## config.mk

```make
export PLATFORM = sky130hd
export DESIGN_NAME = ser_link_arbiter
export DESIGN_NICKNAME = d
export VERILOG_FILES = /design/src/rtl/ser_link_pkg.sv /design/src/rtl/ser_link_arbiter_rr.sv /design/src/rtl/ser_link_arbiter.sv
export SDC_FILE = /design/constraint.sdc
export NUM_CORES = 1
export LEC_CHECK = 0
export ABC_CLOCK_PERIOD_IN_PS = 2700
export CAP_MARGIN = 20
export CORE_MARGIN = 2
export CORE_UTILIZATION = 53
export DETAILED_ROUTE_END_ITERATION = 12
export GPL_ROUTABILITY_DRIVEN = 0
export GPL_TIMING_DRIVEN = 0
export MAX_ROUTING_LAYER = met4
export PLACE_DENSITY_LB_ADDON = 0.05
export SKIP_CTS_REPAIR_TIMING = 1
export SYNTH_ARGS = -nofsm -noshare
export SYNTH_HDL_FRONTEND = slang
export SYNTH_HIERARCHICAL = 1
export SYNTH_SLANG_ARGS = --single-unit
```

## constraint.sdc

```tcl
create_clock -name clk -period 2.7 [get_ports clk]
set_clock_uncertainty 0.15 [all_clocks]
set_input_delay 0.54 -clock clk [delete_from_list [all_inputs] [get_ports clk]]
set_output_delay 0.54 -clock clk [all_outputs]
set_load 0.02 [all_outputs]
```

## src/rtl/ser_link_pkg.sv

```systemverilog
// Shared types and constants for the serial link arbiter.
package ser_link_pkg;

  // Frame sequencer states.
  typedef enum logic [2:0] {
    IDLE = 3'd0,
    PRE  = 3'd1,
    ADDR = 3'd2,
    DATA = 3'd3,
    GAP  = 3'd4
  } state_e;

  // Frame-start pattern, sent MSB first; the receiver re-syncs on it.
  localparam logic [6:0] PREAMBLE   = 7'b0111110;
  localparam int         PRE_LEN    = 7;
  localparam logic       IDLE_LEVEL = 1'b1;

  // Larger of two integers, used to size the shared phase counter.
  function automatic int max_int(input int a, input int b);
    return (a > b) ? a : b;
  endfunction

endpackage

```

## src/rtl/ser_link_arbiter_rr.sv

```systemverilog
// Combinational round-robin pick: first set request at or after ptr, wrapping.
module rr_arbiter
  import ser_link_pkg::*;
#(
  parameter int NREQ  = 4,
  parameter int PTR_W = 2
) (
  input  logic [NREQ-1:0]  req,
  input  logic [PTR_W-1:0] ptr,
  output logic [NREQ-1:0]  gnt,
  output logic             valid
);

  logic [2*NREQ-1:0] req2_s;
  logic [2*NREQ-1:0] rot2_s;
  logic [NREQ-1:0]   rot_s;
  logic [NREQ-1:0]   pick_s;
  logic [2*NREQ-1:0] back_s;

  // Rotate so ptr sits at bit 0, isolate the lowest set bit, rotate back.
  always_comb begin
    req2_s = {req, req};
    rot2_s = req2_s >> ptr;
    rot_s  = rot2_s[NREQ-1:0];
    pick_s = rot_s & (~rot_s + {{(NREQ-1){1'b0}}, 1'b1});
    back_s = {{NREQ{1'b0}}, pick_s} << ptr;
    gnt    = back_s[NREQ-1:0] | back_s[2*NREQ-1:NREQ];
    valid  = |req;
  end

endmodule

```

## src/rtl/ser_link_arbiter.sv

```systemverilog
// Round-robin sharing of one serial link: preamble, address, payload, idle gap.
module ser_link_arbiter
  import ser_link_pkg::*;
#(
  parameter int NREQ     = 4,
  parameter int ADDR_W   = 2,
  parameter int DATA_LEN = 8,
  parameter int GAP_LEN  = 2
) (
  input  logic                     clk,
  input  logic                     rst,
  input  logic [NREQ-1:0]          req,
  input  logic [NREQ*ADDR_W-1:0]   req_addr,
  input  logic [NREQ-1:0]          bit_in,
  output logic [NREQ-1:0]          bit_take,
  output logic [NREQ-1:0]          gnt,
  output logic                     ser_out,
  output logic                     busy,
  output logic                     frame_done
);

  localparam int PTR_W = $clog2(NREQ);
  localparam int CNT_W = $clog2(max_int(max_int(PRE_LEN, ADDR_W), max_int(DATA_LEN, GAP_LEN)));

  state_e              state_q, state_d;
  logic [CNT_W-1:0]    cnt_q, cnt_d;
  logic [PTR_W-1:0]    ptr_q, ptr_d;
  logic [ADDR_W-1:0]   addr_q, addr_d;
  logic [NREQ-1:0]     gnt_q, gnt_d;
  logic [NREQ-1:0]     bit_take_q, bit_take_d;
  logic                ser_out_q, ser_out_d;
  logic                busy_q, busy_d;
  logic                frame_done_q, frame_done_d;

  logic [NREQ-1:0]     arb_gnt_s;
  logic                arb_valid_s;
  logic [ADDR_W-1:0]   addr_sel_s;
  logic [PTR_W-1:0]    ptr_next_s;
  logic [2:0]          pre_idx_s;

  rr_arbiter #(
    .NREQ  (NREQ),
    .PTR_W (PTR_W)
  ) u_rr (
    .req   (req),
    .ptr   (ptr_q),
    .gnt   (arb_gnt_s),
    .valid (arb_valid_s)
  );

  // Address of the requester being picked now, and the pointer slot after the current grantee.
  always_comb begin
    addr_sel_s = '0;
    ptr_next_s = '0;
    for (int i = 0; i < NREQ; i++) begin
      if (arb_gnt_s[i]) begin
        addr_sel_s = addr_sel_s | req_addr[i*ADDR_W +: ADDR_W];
      end else begin
        addr_sel_s = addr_sel_s;
      end
      if (gnt_q[i]) begin
        ptr_next_s = (i == NREQ - 1) ? '0 : PTR_W'(i + 1);
      end else begin
        ptr_next_s = ptr_next_s;
      end
    end
  end

  // Next-state logic: phase sequencing, bit selection and output pre-computation.
  always_comb begin
    state_d   = state_q;
    cnt_d     = cnt_q + CNT_W'(1);
    ptr_d     = ptr_q;
    addr_d    = addr_q;
    gnt_d     = gnt_q;
    ser_out_d = IDLE_LEVEL;
    pre_idx_s = 3'(PRE_LEN - 1) - 3'(cnt_q);

    case (state_q)
      IDLE: begin
        cnt_d = '0;
        if (arb_valid_s) begin
          state_d = PRE;
          gnt_d   = arb_gnt_s;
          addr_d  = addr_sel_s;
        end else begin
          gnt_d   = '0;
        end
      end
      PRE: begin
        ser_out_d = PREAMBLE[pre_idx_s];
        if (cnt_q == CNT_W'(PRE_LEN - 1)) begin
          state_d = ADDR;
          cnt_d   = '0;
        end else begin
          state_d = PRE;
        end
      end
      ADDR: begin
        // Shift the latched address out MSB first.
        ser_out_d = addr_q[ADDR_W-1];
        addr_d    = addr_q << 1;
        if (cnt_q == CNT_W'(ADDR_W - 1)) begin
          state_d = DATA;
          cnt_d   = '0;
        end else begin
          state_d = ADDR;
        end
      end
      DATA: begin
        ser_out_d = |(bit_in & gnt_q);
        if (cnt_q == CNT_W'(DATA_LEN - 1)) begin
          state_d = GAP;
          cnt_d   = '0;
        end else begin
          state_d = DATA;
        end
      end
      GAP: begin
        ser_out_d = IDLE_LEVEL;
        if (cnt_q == CNT_W'(GAP_LEN - 1)) begin
          state_d = IDLE;
          cnt_d   = '0;
          gnt_d   = '0;
          ptr_d   = ptr_next_s;
        end else begin
          state_d = GAP;
        end
      end
      default: begin
        state_d = IDLE;
        cnt_d   = '0;
        gnt_d   = '0;
      end
    endcase

    // Status outputs are registered from the upcoming state so they align with it.
    bit_take_d   = (state_d == DATA) ? gnt_d : '0;
    busy_d       = (state_d != IDLE);
    frame_done_d = (state_d == GAP) && (cnt_d == CNT_W'(GAP_LEN - 1));
  end

  // State, counter, pointer, address latch and registered outputs.
  always_ff @(posedge clk or posedge rst) begin
    if (rst) begin
      state_q      <= IDLE;
      cnt_q        <= '0;
      ptr_q        <= '0;
      addr_q       <= '0;
      gnt_q        <= '0;
      bit_take_q   <= '0;
      ser_out_q    <= IDLE_LEVEL;
      busy_q       <= 1'b0;
      frame_done_q <= 1'b0;
    end else begin
      state_q      <= state_d;
      cnt_q        <= cnt_d;
      ptr_q        <= ptr_d;
      addr_q       <= addr_d;
      gnt_q        <= gnt_d;
      bit_take_q   <= bit_take_d;
      ser_out_q    <= ser_out_d;
      busy_q       <= busy_d;
      frame_done_q <= frame_done_d;
    end
  end

  assign gnt        = gnt_q;
  assign bit_take   = bit_take_q;
  assign ser_out    = ser_out_q;
  assign busy       = busy_q;
  assign frame_done = frame_done_q;

endmodule
```

==> results_dict.tcl, run 1 <==
set metrics [dict create \
    die_y_um 52.7 \
    grt_pass1_vias 989 \
    synth_fp_nets 147 \
    drv_slew 0 \
    synth_edf_count 0 \
    grtUsageTotal_pct 23.0 \
    die_width_um 52.7 \
    core_area_sq_um 2230 \
    clock_path_buffers 2 \
    synth_xor_area_share_pct 0.696 \
    hold_class "reg -> reg" \
    fmax_mhz 445 \
    io_pins 29 \
    n_antenna_cell 0 \
    clk_pin_slew_ns 0.13 \
    cts_tree "built" \
    finalCritPeriodShare_pct 83.2 \
    numCtsBuffers 3 \
    r2r_cells 6 \
    dp_slack_ns 0.122 \
    multi_input_area_sq_um 672 \
    slew_headroom_pct 47.7 \
    rsz0062_at_grt "false" \
    ant_nets 0 \
    avgSynthCellArea_sq_um 10.2 \
    synthCells 124 \
    crit_path_end_kind "flip-flop" \
    async_flop_share_pct 100 \
    setup_slack_ns 0.455 \
    cap_violations 0 \
    cts-root-buf "clkbuf_4" \
    synth_cell_types 43 \
    synth.cell_area_sq_um 1260 \
    worstSetupPathType "in -> reg" \
    synthFlopType "dfrtp_1" \
    setup_viol 0 \
    synthAdderAreaFrac_pct 4.97 \
    cp.required_ns 2.76 \
    dieArea_sq_um 2780 \
    std_cell_rows 17 \
    port_buffers 28 \
    antenna_found_initial 0 \
    fin_crit_ns 2.25 \
    vias 1057 \
    min_path_cells 1 \
    dpl_cell_area_sq_um 1570 \
    final_cell_area_sq_um 1600 \
    final_net_count 180 \
    wl_per_cell_um 14.8 \
    nFillCells 170 \
    start_kind "input port" \
    via_per_inst 5.74 \
    synthMuxAreaShare_pct 1.69 \
    syn_to_final_growth_pct 27.4 \
    synth-compound-area-share_pct 21.3 \
    fin_worst_hold_slack_ns 0.362 \
    cp.arrival_ns 2.30 \
    fin_setup_tns_ns 0 \
    status "finished, final reports clean" \
    path_max_fanout 6 \
    final_layout_size_suffix_gt1_share_pct 12.8 \
    insertion_delay_ns 0.31 \
    drcViolationCount 0 \
    yosys.area_share.simple_pct 24.8 \
    grt_pass1_wl_um 4370 \
    initial_core_util_pct 56.4 \
    globalRouteOverflowTotal 0 \
    worst_slew_pin_slew_ns 0.784 \
    ys_warn_count 6 \
    power.leakage_nw 0.697 \
    seqCellArea_sq_um 527 \
    drt-pass1-iter-count 4 \
    hold_viol 0 \
    yosysSeqAreaShare_pct 41.8 \
    ys_ff_latch 21 \
    hpwlAfterDp_um 2100 \
    power_density_nw_per_um2 938 \
    drtIter0Drc 34 \
    htree_levels 1 \
    grt_max_degree 22 \
    wirelength_um 2730 \
    cts_sinks 21 \
    synth_top_family_by_area "simple AND/OR/NAND/NOR gates" \
    ir_drop_mv 0.739 \
]
metal layers:
| metal | global-route usage, % | routed length, um | share of wire [%] | vias up |
|---|---|---|---|---|
| met2 | 40.4 | 1460 | 53 | 26 |
| met5 | - | 0 | 0 | - |
| met1 | 25.0 | 1110 | 41 | 509 |
| met3 | 3.71 | 105 | 3.8 | 7 |
| met4 | 11.1 | 57 | 2.1 | 0 |
| li1 | - | - | - | 515 |
worst paths after layout:
| path | startpoint | endpoint | slack (ns) |
|---|---|---|---|
| hold reg to reg | cnt_q[0]$_DFF_PP0_ | cnt_q[0]$_DFF_PP0_ | 0.36 |
| min in group asynchronous | rst | bit_take[0]$_DFF_PP0_ | 0.50 |
| max in group asynchronous | rst | cnt_q[2]$_DFF_PP0_ | 1.40 |
| setup reg to reg | cnt_q[1]$_DFF_PP0_ | busy$_DFF_PP0_ | 0.76 |
| hold / removal | cnt_q[0]$_DFF_PP0_ | cnt_q[0]$_DFF_PP0_ | 0.36 |
| setup / recovery | req[3] | busy$_DFF_PP0_ | 0.45 |
stage by stage:
| stage | utilization [%] | cells | total power [W] |
|---|---|---|---|
| finish | 71.8 | 184 | 0.00150 |
| global route | 71.8 | 184 | 0.00161 |
| CTS | 71.8 | 184 | 0.00151 |
| detailed placement | 70.5 | 180 | 0.00135 |
| global placement | 70.5 | 180 | 0.00132 |
| floorplan | - | 124 | 0.00108 |
cells by family (layout without fill, tap and decap cells):
logic type      Yosys count  count (layout)
simple gates             47              47
flops                    21              21
xor+xnor                  1               1
mux                       2               2
buf+inv                  11              43
fa+ha+maj                 5               5
compound gates           37              37
sequential cells by signal, summed over array words and instances, names as in the netlist, 2 cells and up:
signal,flops
ptr_q,2
addr_q,2
bit_take,4
gnt,4
state_q,3
cnt_q,3
Yosys cell counts (2+ instances only):
master     n  area, sq um
dfrtp_1   20          500
nor2_1    10         37.5
inv_1      7         26.3
nand2_1    6         22.5
o21ai_0    6         30.0
a21oi_1    5         25.0
a22o_1     5         43.8
and2b_1    5         37.5
ha_1       5         62.6
a22oi_1    4         30.0
nor2b_1    4         25.0
nor3_1     4         20.0
buf_4      3         22.5
or3_1      3         18.8
a21boi_0   2         15.0
a31oi_1    2         12.5
nand2b_1   2         12.5
nand3b_1   2         15.0
o22a_1     2         17.5
o31a_1     2         17.5
o31ai_1    2         15.0
or2_4      2         17.5
worst max-delay path: stages:
cell	delay (ns)
clkdlybuf4s50_1	0.50
or4_1	0.63
mux2i_1	0.15
o21ai_0	0.12
or3_1	0.36
cell type report:
class | count | share of cell area (%)
tap | 28 | 2.18
buffer | 4 | 2.11
multi-input combinational | 92 | 41.9
timing repair buffer | 28 | 17.5
clock buffer | 3 | 1.40
clock inverter | 1 | 0.468
inverter | 7 | 1.64
sequential | 21 | 32.8
placed cells by master, fill, tap and decap left out, types with 2 or more instances in the layout:
master           instances
clkdlybuf4s50_1         28
dfrtp_1                 20
nor2_1                  10
inv_1                    7
nand2_1                  6
o21ai_0                  6
a21oi_1                  5
a22o_1                   5
and2b_1                  5
ha_1                     5
nor2b_1                  4
nor3_1                   4
a22oi_1                  4
buf_4                    3
or3_1                    3
clkbuf_4                 3
nand2b_1                 2
or2_4                    2
o31ai_1                  2
nand3b_1                 2
a31oi_1                  2
o22a_1                   2
a21boi_0                 2
o31a_1                   2
power breakdown:
part / internal (W) / leakage, nW / switching (W) / total, W
Combinational: 0.000413 / 0.416 / 0.000412 / 0.000824
Sequential: 0.000425 / 0.267 / 0.0000965 / 0.000521
Clock: 0.0000566 / 0.0139 / 0.000102 / 0.000159
Total: 0.000894 / 0.697 / 0.000610 / 0.00150
Note: power is estimated with default switching activity, not from simulation.
==> inputs of run 2 (changes only) <==
Settings changed: ABC_CLOCK_PERIOD_IN_PS 2700 to 2350, CORE_UTILIZATION 53 to 49.
Clock period 2.7 ns to 2.35 ns, I/O delays scaled along.
==> results_dict.tcl, run 2 (synthesis results as in run 1) <==
set metrics [dict create \
    cap_violations 0 \
    core_area_sq_um 2450 \
    status "finished, final reports clean" \
    multi_input_area_sq_um 672 \
    seqCellArea_sq_um 527 \
    drt-met1-wl_um 1150 \
    grt_pass1_vias 961 \
    grt_pass1_wl_um 4310 \
    insertion_delay_ns 0.31 \
    drtIter0Drc 20 \
    worstSetupPathType "in -> reg" \
    dp_slack_ns -0.141 \
    cp.arrival_ns 2.22 \
    hold_viol 0 \
    vias 1072 \
    worst_slew_pin_slew_ns 0.785 \
    hold_class "reg -> reg" \
    wl_met3_um 115 \
    final_layout_size_suffix_gt1_share_pct 12.8 \
    htree_levels 1 \
    n_antenna_cell 0 \
    cp-endpoint "busy$_DFF_PP0_" \
    hpwlAfterDp_um 2260 \
    reg2reg_from "cnt_q[1]$_DFF_PP0_" \
    rrSetupSlack_ns 0.45 \
    clk_pin_slew_ns 0.11 \
    cts-root-buf "clkbuf_4" \
    power_density_nw_per_um2 1070 \
    path_max_fanout 6 \
    dieArea_sq_um 2990 \
    r2r_cells 6 \
    nFillCells 202 \
    fmax_mhz 461 \
    rsz0062_at_grt "false" \
    die_width_um 54.7 \
    start_kind "input port" \
    instances_no_fill 186 \
    drt-pass1-iter-count 4 \
    power.leakage_nw 0.701 \
    maxUsedRoutingLayer "met4" \
    die_y_um 54.7 \
    final_cell_mix "28 x clkdlybuf4s50_1, 20 x dfrtp_1, 10 x nor2_1" \
    ant_nets 0 \
    setup_viol 0 \
    slew_headroom_pct 47.6 \
    cts_sinks 21 \
    drcViolationCount 0 \
    numCtsBuffers 3 \
    crit_path_end_kind "flip-flop" \
    clock_path_buffers 2 \
    globalRouteOverflowTotal 0 \
    min_path_cells 1 \
    port_buffers 28 \
    ir_drop_mv 0.955 \
    initial_core_util_pct 51.3 \
    finalCritPeriodShare_pct 92.4 \
    antenna_found_initial 0 \
    final_common_cell "clkdlybuf4s50_1" \
    place_inst 182 \
    drv_slew 0 \
    dr_wl_met2_um 1540 \
    grtUsageTotal_pct 21.5 \
    r2r-end "busy$_DFF_PP0_" \
    grt_max_degree 22 \
    wl_per_cell_um 15.3 \
    final_net_count 180 \
    fin_worst_hold_slack_ns 0.343 \
    hp-start "cnt_q[0]$_DFF_PP0_" \
    setup_slack_ns 0.179 \
    cp-startpoint "req[3]" \
    via_per_inst 5.76 \
    syn_to_final_growth_pct 27.4 \
    fin_crit_ns 2.17 \
    io_pins 29 \
    wirelength_um 2840 \
    cp.required_ns 2.40 \
    std_cell_rows 18 \
    cts_tree "built" \
]
-- run 2: layer usage --
layer  vias to the layer above  track usage [%]
met1                       528             23.8
met4                         0             6.25
met5                         -                -
li1                        516                -
met3                         5             3.28
met2                        23             39.3
-- run 2: layout make-up --
type | instances | share of cell area, %
Tap cell | 30 | 2.34
Clock buffer | 3 | 1.40
Sequential cell | 21 | 32.8
Multi-Input combinational cell | 92 | 41.9
Clock inverter | 1 | 0.312
Inverter | 7 | 1.64
Buffer | 4 | 2.11
Timing Repair Buffer | 28 | 17.5
-- run 2: how the worst min path moves through the flow --
stage | to | slack, ns
floorplan | addr_q[0]$_DFFE_PP0P_ | 0.30
global placement | cnt_q[0]$_DFF_PP0_ | 0.33
detailed placement | cnt_q[0]$_DFF_PP0_ | 0.33
CTS | cnt_q[0]$_DFF_PP0_ | 0.35
global route | cnt_q[0]$_DFF_PP0_ | 0.38
finish | cnt_q[0]$_DFF_PP0_ | 0.34
-- run 2: through the flow --
stage                     TNS, ns  util (%)  cell area (sq um)  power, W
after floorplan                 0         -               1260   0.00124
after global placement     -0.598      64.2               1580   0.00152
after detailed placement   -0.704      64.2               1580   0.00155
after CTS                       0      65.3               1600   0.00172
after global routing            0      65.3               1600   0.00184
final                           0      65.3               1600   0.00171
-- run 2: power by group --
part / switching [W] / leakage (nW) / total (W) / internal [W]
logic: 0.000473 / 0.416 / 0.000945 / 0.000472
registers: 0.000110 / 0.267 / 0.000599 / 0.000489
clock network: 0.000106 / 0.0177 / 0.000170 / 0.0000637
total: 0.000689 / 0.701 / 0.00171 / 0.00102
-- run 2: critical path, stage by stage --
cell	delay (ns)
clkdlybuf4s50_1	0.49
or4_1	0.63
mux2i_1	0.16
o21ai_0	0.11
or3_1	0.35
